[config.mk]
export PLATFORM = sky130hd
export DESIGN_NAME = countdown_timer
export DESIGN_NICKNAME = d
export VERILOG_FILES = /design/src/rtl/countdown_timer.sv
export SDC_FILE = /design/constraint.sdc
export NUM_CORES = 1
export LEC_CHECK = 0
export CAP_MARGIN = 20
export CELL_PAD_IN_SITES_DETAIL_PLACEMENT = 0
export CELL_PAD_IN_SITES_GLOBAL_PLACEMENT = 2
export CORE_MARGIN = 3
export CORE_UTILIZATION = 25
export DETAILED_ROUTE_END_ITERATION = 8
export PLACE_DENSITY_LB_ADDON = 0.08
export SYNTH_ARGS = -nofsm -noshare
export SYNTH_HDL_FRONTEND = slang
export SYNTH_SLANG_ARGS = --single-unit
[constraint.sdc]
create_clock -name clk_i -period 1.66 [get_ports clk_i]
set_input_delay 0.249 -clock clk_i [delete_from_list [all_inputs] [get_ports clk_i]]
set_output_delay 0.249 -clock clk_i [all_outputs]
set_load 0.01 [all_outputs]
[src/rtl/countdown_timer.sv]
// countdown_timer: a loadable down-counter with an expiry pulse and optional auto-reload.
// The processor control FSM uses it for its wait/delay states, and it can also serve as
// a periodic tick source. A count is live only in RUN, so the count never has to wrap
// below zero.

module countdown_timer #(
    parameter int WIDTH = 4
) (
    input  logic             clk_i,
    input  logic             rst_i,
    input  logic             load_i,
    input  logic [WIDTH-1:0] load_val_i,
    input  logic             en_i,
    input  logic             auto_reload_i,
    output logic [WIDTH-1:0] out_o,
    output logic             zero_o,
    output logic             done_o,
    output logic             busy_o
);

    typedef enum logic {
        IDLE = 1'b0,
        RUN  = 1'b1
    } state_t;

    localparam logic [WIDTH-1:0] CountZero = '0;
    localparam logic [WIDTH-1:0] CountOne  = {{(WIDTH-1){1'b0}}, 1'b1};

    state_t           state_q, state_d;
    logic [WIDTH-1:0] count_q, count_d;
    logic [WIDTH-1:0] reload_q, reload_d;
    logic             done_q, done_d;

    // Next-state logic. The priority order is load, then terminal/decrement, then hold.
    // A load always wins over a same-cycle expiry, so a restart never emits a done pulse.
    always_comb begin
        state_d  = state_q;
        count_d  = count_q;
        reload_d = reload_q;
        done_d   = 1'b0;

        if (load_i) begin
            count_d  = load_val_i;
            reload_d = load_val_i;
            state_d  = (load_val_i != CountZero) ? RUN : IDLE;
        end else if ((state_q == RUN) && en_i) begin
            if (count_q == CountOne) begin
                done_d = 1'b1;
                if (auto_reload_i) begin
                    count_d = reload_q;
                end else begin
                    count_d = CountZero;
                    state_d = IDLE;
                end
            end else begin
                count_d = count_q - CountOne;
            end
        end
    end

    // State registers. A synchronous reset aborts any countdown and clears the reload value.
    always_ff @(posedge clk_i) begin
        if (rst_i) begin
            state_q  <= IDLE;
            count_q  <= CountZero;
            reload_q <= CountZero;
            done_q   <= 1'b0;
        end else begin
            state_q  <= state_d;
            count_q  <= count_d;
            reload_q <= reload_d;
            done_q   <= done_d;
        end
    end

    assign out_o  = count_q;
    assign zero_o = (count_q == CountZero);
    assign done_o = done_q;
    assign busy_o = (state_q == RUN);

endmodule

Yosys cells after proc, flatten, opt, wreduce, memory -nomap -nowiden
Index checks and enable logic that the tools add are counted.

storage, ports and cells
  input port bits = 9
  output and inout bits = 7
  word-level logic and storage cells = 25
  register bits = 10
  latch bits = 0
  bits in writable memories = 0
  bits in read-only memories = 0
  memories = 0

cells by class
  bitwise logic cells = 1
  order comparisons = 0
  $mul = 0
  add/subtract/negate cells = 1
  shift-type cells = 0
  div/mod/pow operators = 0
  eq/ne operators = 2
  multiplexer cells = 10
  reductions and logical operators = 7

operators by type and width
  cell                                               count
  2-to-1 mux 4 bit                                   4
  2-to-1 mux 1 bit                                   6
  == test 4 x 1 -> 1 bit (second input constant)     1
  logical NOT 4 bit                                  1
  nonzero test 2 bit                                 2
  nonzero test 4 bit                                 1
  subtractor 4 x 1 -> 4 bit (second input constant)  1
  AND reduction 3 bit                                1
  OR reduction 3 bit                                 1
  inequality test 2 bit (second input constant)      1
  logical AND 1 bit                                  1
  NOT 1 bit                                          1

Longest topological paths before layout
Gate-level depths: netlist of the first run.

  depth in word-level cells = 4
  depth in mapped cells = 6
  depth with buffers taken out = 6

Worst setup path before layout of the first run
No wires, ideal clock.

  path type = register -> register
  start point = reg count_q[0], in the netlist out_o[0]
  end point = reg count_q[2], in the netlist out_o[2]
  setup time = 0.074 ns
  buffers on the path = 0
  clock period less this slack = 1.448 ns
  slack = 0.212 ns
  required time = 1.586 ns
  arrival = 1.373 ns
  cell stages (with the launch flop) = 6
  path through = dfxtp_1 -> ha_1 -> and4b_1 -> a21oi_1 -> or4_1 -> a31oi_1

between the ends
  word-level cells in the longest chain between the ends = 4
  elaborated cells on any way between the ends = 5
  those cells by class = add/sub: 1; eq/ne: 1; mux: 3

RTL lines
  what                                                                        RTL line  source
  start: declaration                                                          30        logic [WIDTH-1:0] count_q, count_d;
  start signal: assignment                                                    65        count_q <= CountZero;
  start signal: assignment                                                    70        count_q <= count_d;
  subtractor 4 x 1 -> 4 bit / == test 4 x 1 -> 1 bit (equally long branches)  56, 47
  2-to-1 mux 4 bit *                                                          47        if (count_q == CountOne) begin
  2-to-1 mux 4 bit *                                                          46        end else if ((state_q == RUN) && en_i) begin
  2-to-1 mux 4 bit *                                                          42        if (load_i) begin

Every way passes the cells marked *; elsewhere a longest branch is shown, timed or not. The select of a mux whose other input is x is not followed.
A chain may end at the register's enable or synchronous reset.

Worst setup path in the final report of the first run
  start point = reg count_q[3], in the netlist out_o[3]
  end point = out out_o[3]

RTL lines
  what              RTL line  source
  end: declaration  15        output logic [WIDTH-1:0] out_o,

No word-level cell between the ends.

==> results of run 1 <==
registers in the layout (all words and copies together), names as in the netlist:
| name | cells |
|---|---|
| busy_o | 1 |
| done_o | 1 |
| out_o | 4 |
| reload_q | 4 |
repair_timing:
action	in CTS	in global routing
endpoints found under the setup margin	1	0
hold endpoints to repair	0	0
resized for setup	1	0
layout make-up:
class	count	area (sq um)	share of cell area [%]
timing repair buffer	21	193.9	25.08
tap	25	31.28	4.045
clock buffer	4	36.28	4.693
sequential	10	200.2	25.89
multi-input combinational	45	304.0	39.32
inverter	2	7.507	0.9709
logic make-up after synthesis:
logic type / after synthesis / synth area share (%)
AND/OR/NAND/NOR: 22 / 25.06
AO/OA/AOI/OAI: 17 / 20.48
flip-flops: 10 / 38.55
buffers and inverters: 4 / 2.893
multiplexers: 3 / 5.783
adder cells (fa/ha/maj): 3 / 7.230
synthesized netlist by cell type:
cell type   n  share of area [%]
nand3_1     1               0.96
clkbuf_1    2                1.4
nand2_1     2                1.4
a22oi_1     2                2.9
nand3b_1    3                4.3
nand2b_1    2                2.4
dfxtp_1    10                 39
nor3_1      2                1.9
a21oi_1     7                6.7
and4b_1     1                1.9
nor2_1      6                4.3
a211oi_1    1                1.4
a31oi_1     3                3.6
ha_1        3                7.2
or4_1       1                1.4
mux2i_1     3                5.8
inv_1       2                1.4
nor3b_1     1                1.4
or3_1       2                2.4
a311oi_1    1                1.7
nor3b_2     1                2.4
o22ai_1     2                2.4
o41ai_1     1                1.7
worst max path at each step:
stage	start	end	slack, ps
4_1_cts	out_o[2]	out_o[2]	80
5_1_grt	out_o[2]	out_o[2]	40
2_1_floorplan	out_o[0]	out_o[2]	210
6_report	out_o[3]	out_o[3]	90
3_3_place_gp	auto_reload_i	out_o[2]	90
3_5_place_dp	auto_reload_i	out_o[2]	80
metrics by stage:
stage / worst slack [ps] / cells / util [%]
after floorplan: 212.4 / 59 / -
after global placement: 86.91 / 103 / 40.14
after detailed placement: 75.55 / 103 / 40.14
after CTS: 79.44 / 107 / 42.04
after global routing: 40.93 / 107 / 42.04
final: 91.15 / 107 / 42.04
power groups by stage:
stage                     clock [mW]  sequential (mW)  combinational (mW)
after detailed placement           0            0.274               0.143
final                          0.224            0.268               0.139
after global placement             0            0.274               0.144
after global routing           0.240            0.270               0.157
after CTS                      0.232            0.268               0.141
after floorplan                    0            0.276              0.0639
per-layer routing:
metal,vias to the layer above,share of wire (%),global-route usage [%]
met4,0,0.95,3.930
met5,-,0,0
met3,2,7.7,6.304
met2,13,45,16.53
li1,267,-,-
met1,243,46,15.67
==> reports/metrics.yaml, run 1 <==
postLayoutCellArea_sq_um: 773.2
max_stage_delay_ps: 590
ant_nets: 0
holdWs_ps: 477.1
r2r_slack_ps: 180
path_cells: "clkdlybuf4s50_1"
syn_avg_cell_area_sq_um: 8.801
ys_ff_latch: 10
ir_worst_vdd_uv: 435.9
tritoncts: "done"
fin_nets: 95
crit_path_start_kind: "flip-flop"
die_x_um: 51.58
rows: 15
drtIter0Drc: 5
clock_sinks: 10
status: "complete, no violations"
vias: 525
worst_r2r_path_depth: 6
clkPwrFrac_pct: 35.4
criticalPathCategory: "flip-flop to output port"
grt_max_degree: 13
cp-end-kind: "output port"
place_area_sq_um: 738.2
power.leakage_nw: 0.3000
combPwrFrac_pct: 22.0
p_total_mw: 0.6308
dp_hpwl_um: 1080
grt_antenna_before_repair: 0
viasPerCell: 4.907
min_period_ps: 1569
routedWlPerCell_um: 12.85
clk_path_buf_depth: 2
holdPathEnd: "reload_q[2]"
p_per_area_mw_per_mm2: 815.8
max_freq_mhz: 637.4
post_cts_buffers: 0
htree_levels: 1
worstMarginPinSlew_ps: 363.1
drv_slew: 0
grt_setup_unrepaired: "false"
fp.dieH_um: 51.58
critical_path_buf_inv_count: 1
synthCells: 59
switching_share_pct: 26.39
crit_fanout: 8
port_buffers: 15
switchingPower_mw: 0.1665
synthDistinctLibCells: 23
gp_congestion: 0.7363
io_pins: 16
finalCritPeriodShare_pct: 94.51
yosysWarnings: 0
grt_overflow: 0
grt_pass1_vias: 492
timing.critical_path.max_delay_family: "buffers and inverters"
crit_cells: 1
setup_viol: 0
fillers: 212
wirelength_um: 1375
mostFrequentLayoutCells: "clkdlybuf4s50_1 (14), dfxtp_1 (10), a21oi_1 (7), nor2_1 (6), buf_4 (6)"
drive_gt1_share_pct: 13.41
hold_viol: 0
p_int_mw: 0.4644
cts_buffers: 3
fp.coreArea_sq_mm: 0.001839
slowest_stage: "clkdlybuf4s50_1"
rr_startpoint: "out_o[1]"
initial_utilization_pct: 28.23
final_common_cell: "clkdlybuf4s50_1"
grt_usage_pct: 11.93
finClkSkew_ps: 1.653
syn_to_final_growth_pct: 48.92
insertion_delay_ps: 260
hold_buffers: 0
drt-pass1-iter-count: 3
die_area_sq_mm: 0.002660
p_seq_share_pct: 42.5
regToRegEndpoint: "out_o[2]"
hold_depth: 2
critPathArrivalTime_ps: 1320
antenna_cells: 0
grt_first_pass_wirelength_um: 2311
drc: 0
worstPathRequired_ps: 1410
yosysSeqAreaShare_pct: 38.55
min_path_type: "flip-flop to flip-flop"
slew_headroom_pct: 75.68
synthesis.area_sq_um: 519.2
clk_root_buffer_cell: "clkbuf_4"
finalSetupTns_ps: 0
holdCritStartpoint: "reload_q[2]"
synthesis.nets: 71
clk_pin_slew_ps: 70
maxCapViolCount: 0
Note: power is estimated with default switching activity, not from simulation.
==> run 2, diff against run 1 <==
--- a/config.mk
+++ b/config.mk
@@ -5,7 +5,6 @@
 export SDC_FILE = /design/constraint.sdc
 export NUM_CORES = 1
 export LEC_CHECK = 0
-export CAP_MARGIN = 20
 export CELL_PAD_IN_SITES_DETAIL_PLACEMENT = 0
 export CELL_PAD_IN_SITES_GLOBAL_PLACEMENT = 2
 export CORE_MARGIN = 3
==> results of run 2 <==
Final layout, timing and power as in run 1 (identical DEF).
